File: src/rtl/prim_lfsr_ms.sv
// prim_lfsr_ms: multi-step Galois LFSR random source with a valid/ready output
// stream, runtime seed load and an optional periodic reseed request.
//   clk_i, rst_ni                 clock, async active-low reset
//   seed_valid_i, seed_i          load a new LFSR state (seed_ready_o always 1)
//   out_valid_o, out_ready_i      output handshake, data_o = low OutDw state bits
//   reseed_req_o                  high while waiting for a fresh seed
//   lockup_o                      1-cycle pulse when a zero state was replaced
module prim_lfsr_ms #(
   parameter int unsigned LfsrDw         = 32,
   parameter int unsigned OutDw          = 8,
   parameter int unsigned StepsPerCycle  = 1,
   parameter logic [63:0] Coeffs         = 64'h80000057,
   parameter logic [63:0] Seed           = 64'd1,
   parameter int unsigned ReseedInterval = 0
) (
   input  logic              clk_i,
   input  logic              rst_ni,
   input  logic              seed_valid_i,
   input  logic [LfsrDw-1:0] seed_i,
   output logic              seed_ready_o,
   output logic              out_valid_o,
   input  logic              out_ready_i,
   output logic [OutDw-1:0]  data_o,
   output logic              reseed_req_o,
   output logic              lockup_o
);

   localparam logic [LfsrDw-1:0] CoeffsW   = Coeffs[LfsrDw-1:0];
   localparam logic [LfsrDw-1:0] SeedW     = Seed[LfsrDw-1:0];
   localparam logic [31:0]       IntervalW = 32'(ReseedInterval);

   typedef enum logic {
      ST_RUN,
      ST_RESEED
   } state_e;

   state_e             state_q, state_d;
   logic [LfsrDw-1:0]  lfsr_q, lfsr_d;
   logic [LfsrDw-1:0]  step;
   logic [31:0]        cnt_q, cnt_d;
   logic               lockup_q, lockup_d;
   logic               fire;

   assign seed_ready_o = 1'b1;
   assign out_valid_o  = (state_q == ST_RUN);
   assign reseed_req_o = (state_q == ST_RESEED);
   assign fire         = out_valid_o & out_ready_i;
   assign data_o       = lfsr_q[OutDw-1:0];
   assign lockup_o     = lockup_q;

   // Unrolled chain of Galois steps.
   always_comb begin
      step = lfsr_q;
      for (int unsigned i = 0; i < StepsPerCycle; i++) begin
         step = (step >> 1) ^ ({LfsrDw{step[0]}} & CoeffsW);
      end
   end

   // Seed load wins over the advance; an all-zero result would lock the
   // LFSR, so it is swapped for the fallback seed and flagged.
   always_comb begin
      lfsr_d   = lfsr_q;
      lockup_d = 1'b0;
      if (seed_valid_i) begin
         lfsr_d = seed_i;
      end else if (fire) begin
         lfsr_d = step;
      end
      if ((seed_valid_i || fire) && (lfsr_d == '0)) begin
         lfsr_d   = SeedW;
         lockup_d = 1'b1;
      end
   end

   always_comb begin
      state_d = state_q;
      cnt_d   = cnt_q;
      unique case (state_q)
         ST_RUN: begin
            if (seed_valid_i) begin
               cnt_d = '0;
            end else if (fire) begin
               if ((IntervalW != '0) && (cnt_q + 32'd1 == IntervalW)) begin
                  cnt_d   = '0;
                  state_d = ST_RESEED;
               end else begin
                  cnt_d = cnt_q + 32'd1;
               end
            end
         end
         ST_RESEED: begin
            if (seed_valid_i) begin
               cnt_d   = '0;
               state_d = ST_RUN;
            end
         end
         default: begin
            state_d = ST_RUN;
            cnt_d   = '0;
         end
      endcase
   end

   always_ff @(posedge clk_i or negedge rst_ni) begin
      if (!rst_ni) begin
         state_q  <= ST_RUN;
         lfsr_q   <= SeedW;
         cnt_q    <= '0;
         lockup_q <= 1'b0;
      end else begin
         state_q  <= state_d;
         lfsr_q   <= lfsr_d;
         cnt_q    <= cnt_d;
         lockup_q <= lockup_d;
      end
   end

   a_coeffs_nz : assert property (@(posedge clk_i) CoeffsW != '0);
   a_seed_nz   : assert property (@(posedge clk_i) SeedW != '0);
   a_out_width : assert property (@(posedge clk_i) OutDw <= LfsrDw);

   a_data_stable : assert property (
      @(posedge clk_i) disable iff (!rst_ni)
      (out_valid_o && !out_ready_i && !seed_valid_i) |=> $stable(data_o)
   );

endmodule

File: config.mk
export PLATFORM = sky130hd
export DESIGN_NAME = prim_lfsr_ms
export DESIGN_NICKNAME = d
export VERILOG_FILES = /design/src/rtl/prim_lfsr_ms.sv
export SDC_FILE = /design/constraint.sdc
export NUM_CORES = 1
export LEC_CHECK = 0
export BUFFER_PORTS_ARGS = -buffer_cell sky130_fd_sc_hd__buf_2
export CAP_MARGIN = 20
export CORE_ASPECT_RATIO = 1.5
export CORE_MARGIN = 2
export CORE_UTILIZATION = 48
export CTS_CLUSTER_DIAMETER = 60
export DETAILED_ROUTE_END_ITERATION = 16
export PLACE_DENSITY_LB_ADDON = 0.12
export SKIP_LAST_GASP = 1
export SLEW_MARGIN = 20
export SYNTH_ARGS = -nofsm -noshare
export SYNTH_HDL_FRONTEND = slang
export SYNTH_SLANG_ARGS = --single-unit
File: constraint.sdc
create_clock -name clk_i -period 2.2 [get_ports clk_i]
set_input_delay 0.11 -clock clk_i [delete_from_list [all_inputs] [get_ports clk_i]]
set_output_delay 0.11 -clock clk_i [all_outputs]
set_load 0.02 [all_outputs]
* Yosys cells after proc, flatten, opt, wreduce, memory -nomap -nowiden *
Index checks and enable logic that the tools add are counted.
W data, S select, Z words.

storage, ports and cells
  register bits = 34
  input port bits = 36
  output and inout bits = 12

operators by class
  muxes and demuxes = 6
  bitwise operators = 3
  reduce and logical (&&, ||, !) cells = 3

operators by type and width
  kind                 number
  $mux W32             3
  $logic_not A32 Y1    1
  $xor A31 B32 Y32     1
  $mux W1              3
  $and A1 B1 Y1        1
  $logic_and A1 B1 Y1  1
  $logic_or A1 B1 Y1   1
  $not A1 Y1           1

* Logic depth before layout (Yosys ltp) *
Gate-level depths: netlist of run 1.

  depth in word-level cells = 7
  depth in mapped cells = 10

* Worst setup path after synthesis of run 1 *
No wires, ideal clock.

  path type = reg2reg
  start point = register state_q, in the netlist reseed_req_o
  end point = register lfsr_q[0]
  setup time = 81 ps
  arrival time = 2,106 ps
  data required time = 2,119 ps
  path slack = 13 ps
  cell stages (with the launch flop) = 8
  clock period less this slack = 2,187 ps
  cells stage by stage = dfrtp_1 -> nand2b_1 -> buf_6 -> a221o_1 -> or4_1 -> nor4_1 -> nand4_1 -> o211ai_1

between the ends
  word-level cells in the longest chain between the ends = 7
  elaborated cells between the ends (all ways) = 8
  classes of those cells = mux: 3; bitwise: 2; reduce/logical: 3

ends and longest elaborated chain
  element                 RTL line  source
  from (decl)             37        state_e state_q, state_d;
  from (signal assigned)  111       state_q <= state_d;
  $not A1 Y1 *            --
  $and A1 B1 Y1 *         47        assign fire = out_valid_o & out_ready_i;
  $mux W32                66        end else if (fire) begin
  $mux W32                64        if (seed_valid_i) begin
  $logic_not A32 Y1       69        if ((seed_valid_i || fire) && (lfsr_d == '0)) begin
  $logic_and A1 B1 Y1     69
  $mux W32 *              69
  via lfsr_d[0]           38        logic [LfsrDw-1:0] lfsr_q, lfsr_d;
  to (signal assigned)    107       lfsr_q <= SeedW;
  to (signal assigned)    112       lfsr_q <= lfsr_d;
  to (decl)               38

The timed path passes the listed nets; every way through them passes the cells marked *.

* Worst setup path after layout of run 1 *
Same ends and word-level chain as after synthesis.

==> out/qor.yml, run 1 <==
cells_and_area:
  regArea_um2: 852.1
  antenna_cells: 0
  nNetsFinal: 263
  fin_cells: 273
  final_layout_size_suffix_gt1_share_pct: 36.84
  nFillCells: 354
  multiInputGateArea_um2: 979.7
  area_growth_syn_to_layout_pct: 18.77
hold_path:
  hp-class: "primary input to flip-flop"
  min_to: "lfsr_q[4]"
  min_delay_path_depth: 2
  hp-start: "seed_i[4]"
floorplan:
  die_area_mm2: 0.004650
  die_w_um: 56.35
  fp.dieH_um: 82.53
  core_mm2: 0.003959
  initial_core_util_pct: 49.84
  rows: 28
  top_level_ports: 48
clock_network:
  clk_latency_ns: 0.28
  clock_sinks: 34
  cts_buffers: 5
  cts_buffer_depth: 2
  clkSlewWorstSetupHoldPaths_ns: 0.07
  cts_tree: "yes"
  post-cts-setup-buffers: 0
  cts.htree.levels: 2
  cts-root-buf: "clkbuf_8"
yosys:
  synth_top_cell_by_area: "dfrtp_1"
  synthFlopType: "dfrtp_1"
  synthCells: 184
  ys_ff_latch: 34
  yosys_warnings: 0
  synthArstFlopShare_pct: 100.0
  synth_area_leaders: "dfrtp_1 (42%), a221o_1 (7.6%), and4bb_2 (5.1%), mux2i_1 (5.1%), buf_4 (4.2%)"
  synth.top_cell.area_share_pct: 41.85
  synth_nets: 220
  synth_commonest_cells: "dfrtp_1 (33), a221o_1 (15), nor2b_1 (13)"
  yosysUniqueCellTypes: 33
  mappedNetlistArea_mm2: 0.001973
  syn_avg_cell_area_um2: 10.72
  synth_seq_area_share_pct: 43.18
  synth_edf_count: 0
  synth_most_common_cell: "dfrtp_1"
global_routing:
  grt_pass1_wl_um: 7914
  grt_antenna_before_repair: 0
  grt_use_total_pct: 22.48
  grt_overflow_total: 0
  grt_max_degree: 35
  grt_pass1_vias: 1601
worst_setup_path:
  critical_path_required_ns: 2.41
  rr_startpoint: "reseed_req_o"
  r2r_end: "lfsr_q[0]"
  reg2regPathDepth: 7
  critPathKind: "flip-flop to flip-flop"
  cp.arrival_ns: 2.31
  worst-path-max-fanout: 10
  r2r_slack_ns: 0.10
  endpoint_kind: "flip-flop"
  critPathLaunchType: "flip-flop"
timing:
  period_needed_ns: 2.095
  worst_slew_pin_slew_ns: 0.7696
  hold_violations: 0
  grt_setup_unrepaired: "yes"
  max-slew-margin-rel_pct: 48.70
  setup_viol_count_final: 0
  max_clock_freq_mhz: 477.3
  fin_crit_sh_pct: 95.24
  report.final.slew_viol_count: 0
  tns_ns: 0
  finClkSkew_ns: 0.007440
placement:
  port_buffers: 46
  place_inst: 264
  gp_congestion: 0.7884
  dpl.hpwl_um: 3673
power_and_ir_drop:
  p_per_area_mw_per_mm2: 671.1
  p_leak_nw: 1.094
  power_w: 0.001573
  ir_drop_mv: 0.5233
run:
  cap_violations: 0
routing:
  totalWireLength_um: 4866
  dr.pass1.iters: 4
  num_vias: 1571
  ant_nets: 0
  drc: 0
  via_per_inst: 5.755
  drt_iter0_drc: 44
  routedWlPerCell_um: 17.82
run_status:
  outcome: "completed"
==> metrics by stage <==
stage	hold slack [ns]	instance area, um^2	worst slack, ns	utilization, %
after floorplan	-0.1856	1973	0.01291	-
after global routing	0.06178	2344	-0.007506	59.20
after CTS	0.04873	2310	0.001290	58.34
final	0.05029	2344	0.1048	59.20
after global placement	0.2220	2200	-0.01773	55.56
after detailed placement	0.2331	2200	-0.04089	55.56
==> kinds of logic (layout without fill, tap and decap cells) <==
kind of cell,count (synthesis),after routing,share of synthesized area [%]
and+or+nand+nor,64,64,23.97
AOI/OAI and AO/OA,40,40,16.04
DFF,34,34,43.18
buffers and inverters,30,74,9.321
muxes,10,10,5.073
xor gates and xnor gates,5,5,2.220
other,1,1,0.1901
==> report_power, final <==
part           leakage (nW)  total [W]  switching [W]  internal (W)
logic                 0.629   0.000349       0.000188      0.000161
clock network        0.0482   0.000483       0.000231      0.000253
registers             0.416   0.000741      0.0000479      0.000693
total                  1.09    0.00157       0.000467       0.00111
==> sequential cells by signal (all words and copies together) (netlist names) <==
register	count
lfsr_q	32
lockup_o	1
reseed_req_o	1
==> critical path, cell delays in order (launching register included) <==
cell	delay [ns]
dfrtp_1	0.36
buf_4	0.16
and4bb_2	0.23
a221o_1	0.29
or4_1	0.54
nor4_2	0.16
nand4_1	0.15
o211ai_1	0.12
==> final cells by class <==
class / instances / area share, %
Clock buffer: 7 / 3.684
Clock inverter: 1 / 0.2136
Inverter: 5 / 0.8009
Multi-Input combinational cell: 120 / 41.80
Sequential cell: 34 / 36.36
Tap cell: 45 / 2.403
Timing Repair Buffer: 61 / 14.74
==> how the worst max path moves through the flow <==
stage	startpoint	end	slack (ns)	cells after the start
after global routing	reseed_req_o	lfsr_q[0]	-0.008	7
after floorplan	reseed_req_o	lfsr_q[0]	0.01	7
after detailed placement	reseed_req_o	lfsr_q[0]	-0.04	7
final	reseed_req_o	lfsr_q[0]	0.10	7
after global placement	reseed_req_o	lfsr_q[0]	-0.02	7
after CTS	reseed_req_o	lfsr_q[0]	0.001	7
==> placed cells by master (no fill, tap or decap), types with 2 or more instances in the layout <==
master    instances
and4bb_1          3
clkbuf_8          6
and2b_1           4
nor2_1            4
buf_4            14
inv_1             5
a221o_1          15
a221oi_1          3
buf_2            46
a21o_1            2
xor2_1            3
nor4_1            2
mux2i_1          10
nor2b_1          13
a211oi_1          2
nand2_1          12
nor4_2            3
xnor2_1           2
o211ai_1          5
nor3b_1           3
or4_4             2
and4bb_2          8
dfrtp_1          33
nor4bb_1          5
o21ai_0          11
==> what timing repair did <==
item / CTS / global route
pin swaps: 1 / 1
gates resized for setup: 2 / 6
endpoints found under the setup margin: 2 / 2
hold buffers: 1 / 0
endpoints found under the hold margin: 33 / 0
==> metal layers <==
layer | wire length (um) | up-vias | GRT usage [%]
met2 | 2491 | 48 | 39.06
li1 | - | 768 | -
met1 | 2039 | 748 | 27.30
met5 | 0 | - | 0
met4 | 97 | 0 | 9.286
met3 | 237 | 7 | 4.517
Note: power is estimated with default switching activity, not from simulation.
==> run 2, diff against run 1 <==
--- a/config.mk
+++ b/config.mk
@@ -7,9 +7,11 @@
 export LEC_CHECK = 0
 export BUFFER_PORTS_ARGS = -buffer_cell sky130_fd_sc_hd__buf_2
 export CAP_MARGIN = 20
+export CELL_PAD_IN_SITES_DETAIL_PLACEMENT = 1
+export CELL_PAD_IN_SITES_GLOBAL_PLACEMENT = 2
 export CORE_ASPECT_RATIO = 1.5
 export CORE_MARGIN = 2
-export CORE_UTILIZATION = 48
+export CORE_UTILIZATION = 30
 export CTS_CLUSTER_DIAMETER = 60
 export DETAILED_ROUTE_END_ITERATION = 16
 export PLACE_DENSITY_LB_ADDON = 0.12
==> run 2 against run 1 <==
Compared with the run above:
- first-iteration DRC count is 45% higher
- clock skew is 0.0020 ns higher
- wire length is 27% higher
- fmax is 3.1% lower
- worst setup slack worse by 0.067 ns
- utilization is 19 points lower
- worst hold slack worse by 0.0043 ns
- die area is 56% higher
- highest routed layer unchanged
- flip-flop and latch count stayed put
- register-to-register slack worse by 0.07 ns
- total power is 9.1% higher
==> out/qor.yml, run 2 (same netlist as run 1, synthesis figures left out) <==
run_status:
  outcome: "completed"  # unchanged
global_routing:
  grt_pass1_wl_um: 9756  # was 7914 um
  grt_pass1_vias: 1836  # was 1601
  grt_use_total_pct: 17.36  # was 22.48%
  grt_overflow_total: 0  # unchanged
  grt_max_degree: 35  # unchanged
  grt_antenna_before_repair: 0  # unchanged
clock_network:
  clk_latency_ns: 0.29  # was 0.28 ns
  cts.htree.levels: 2  # unchanged
  cts-root-buf: "clkbuf_8"  # unchanged
  cts_buffer_depth: 2  # unchanged
  clkSlewWorstSetupHoldPaths_ns: 0.08  # was 0.07 ns
  clock_sinks: 34  # unchanged
  cts_buffers: 5  # unchanged
  cts_tree: "yes"  # unchanged
placement:
  dpl_worst_slack_ns: -0.2141  # was -0.04089 ns
  dpl.hpwl_um: 4572  # was 3673 um
  gp_congestion: 0.7721  # was 0.7884
  place_inst: 304  # was 264
  dpl_cell_area_mm2: 0.002318  # was 0.002200 mm^2
  port_buffers: 46  # unchanged
floorplan:
  top_level_ports: 48  # unchanged
  fp.dieH_um: 103.3  # was 82.53 um
  initial_core_util_pct: 30.63  # was 49.84%
  core_mm2: 0.006441  # was 0.003959 mm^2
  rows: 36  # was 28
  die_area_mm2: 0.007255  # was 0.004650 mm^2
  die_w_um: 70.22  # was 56.35 um
cells_and_area:
  final_common_cell: "buf_2"  # unchanged
  nNetsFinal: 282  # was 263
  antenna_cells: 0  # unchanged
  area_growth_syn_to_layout_pct: 30.31  # was 18.77%
  largest_reg_flops: 32  # unchanged
  finalInstanceArea_mm2: 0.002571  # was 0.002344 mm^2
  fin_cells: 323  # was 273
  layout_common_cells: "buf_2 (46), dfrtp_1 (33), buf_4 (31)"  # was buf_2 (46), dfrtp_1 (33), a221o_1 (15)
  final_util_pct: 39.92  # was 59.20%
  final_layout_size_suffix_gt1_share_pct: 42.91  # was 36.84%
  largest_register: "lfsr_q"  # unchanged
worst_setup_path:
  endpoint_kind: "flip-flop"  # unchanged
  critPathKind: "flip-flop to flip-flop"  # unchanged
  cp.arrival_ns: 2.37  # was 2.31 ns
  worst-path-max-fanout: 9  # was 10
  crit_chain: "buf_6, and4bb_2, a221o_1, or4_1, nor4_2, nand4_1, o211ai_1"  # was buf_4, and4bb_2, a221o_1, or4_1, nor4_2, nand4_1, o211ai_1
  critPathLaunchType: "flip-flop"  # unchanged
  critical-path-max-stage-delay_ns: 0.55  # was 0.54 ns
  critical_path_buf_inv_count: 1  # unchanged
  crit_family: "simple AND/OR/NAND/NOR gates"  # unchanged
  slowest_stage: "or4_1"  # unchanged
  critical_path_required_ns: 2.41  # about the same
timing:
  worst_slew_pin_slew_ns: 0.8206  # was 0.7696 ns
  period_needed_ns: 2.162  # was 2.095 ns
  finClkSkew_ns: 0.009473  # was 0.007440 ns
  report.final.slew_viol_count: 0  # unchanged
  setup_viol_count_final: 0  # unchanged
  hold_violations: 0  # unchanged
  fin_ws_ns: 0.03788  # was 0.1048 ns
  fin_crit_sh_pct: 98.28  # was 95.24%
  max_clock_freq_mhz: 462.5  # was 477.3 MHz
  max-slew-margin-rel_pct: 45.30  # was 48.70%
  grt_setup_unrepaired: "yes"  # unchanged
routing:
  drt_iter0_drc: 64  # was 44
  via_per_inst: 5.217  # was 5.755
  totalWireLength_um: 6203  # was 4866 um
  dr.pass1.iters: 4  # unchanged
  num_vias: 1685  # was 1571
  ant_nets: 0  # unchanged
  routedWlPerCell_um: 19.20  # was 17.82 um
  drc: 0  # unchanged
hold_path:
  hp-class: "primary input to flip-flop"  # unchanged
power_and_ir_drop:
  p_leak_nw: 1.202  # was 1.094 nW
  p_per_area_mw_per_mm2: 667.1  # was 671.1 mW/mm^2
  ir_drop_mv: 0.3675  # was 0.5233 mV
run:
  cap_violations: 0  # unchanged
-- run 2: cell count changes in the layout (fill, tap and decap cells not counted) --
cell / before / now
clkbuf_1: 1 / 0
or4_4: 2 / 1
clkbuf_8: 6 / 5
mux2i_2: 0 / 1
buf_6: 0 / 1
clkinv_2: 1 / 2
bufinv_16: 0 / 1
buf_12: 0 / 1
or4_1: 1 / 2
mux2i_1: 10 / 9
a221oi_1: 3 / 1
a221oi_2: 1 / 3
buf_4: 14 / 31
-- run 2: metrics by stage --
stage	hold slack [ns]	power (W)	setup TNS [ns]
6_report	0.04598	0.001715	0
5_1_grt	0.04072	0.001810	-0.1904
4_1_cts	0.03988	0.001713	0
3_5_place_dp	0.2602	0.001126	-0.3971
3_3_place_gp	0.2423	0.001116	-0.1321
2_1_floorplan	-0.1856	0.0009846	0
-- run 2: worst paths after layout --
kind	depth (start not counted)	startpoint	to	slack (ns)
min	2	seed_i[4]	lfsr_q[4]	0.05
max in group asynchronous	2	rst_ni	lfsr_q[25]	1.23
max reg2reg	7	reseed_req_o	lfsr_q[0]	0.04
min reg2reg	2	lfsr_q[31]	lfsr_q[31]	0.63
min in group asynchronous	2	rst_ni	lfsr_q[6]	0.46
max	7	reseed_req_o	lfsr_q[0]	0.04
-- run 2: layout make-up --
class,count,area (um^2)
Clock inverter,3,40.04
Inverter,5,18.77
Timing Repair Buffer,80,504.2
Multi-Input combinational cell,120,992.2
Tap cell,76,95.09
Clock buffer,5,68.82
Fill cell,756,3870
Sequential cell,34,852.1
-- run 2: report_power, final --
part / internal (W) / leakage, nW / switching [W] / total, W
clock: 0.000334 / 0.0579 / 0.000241 / 0.000575
sequential: 0.000693 / 0.416 / 0.0000505 / 0.000743
combinational: 0.000189 / 0.728 / 0.000209 / 0.000398
-- run 2: what timing repair did --
| action | CTS | global route |
|---|---|---|
| pin swaps | 2 | 5 |
| hold buffers | 1 | 0 |
| setup endpoints to repair | 2 | 2 |
| buffers inserted | 0 | 9 |
| cloned | 0 | 1 |
| resized for setup | 5 | 8 |
| endpoints found under the hold margin | 33 | 0 |
-- run 2: routing by layer --
metal | global-route usage [%] | vias up | part of all wire, %
li1 | - | 797 | -
met1 | 20.65 | 849 | 41
met2 | 32.82 | 35 | 55
met3 | 2.810 | 4 | 3.1
met4 | 3.994 | 0 | 0.92
met5 | 0 | - | 0
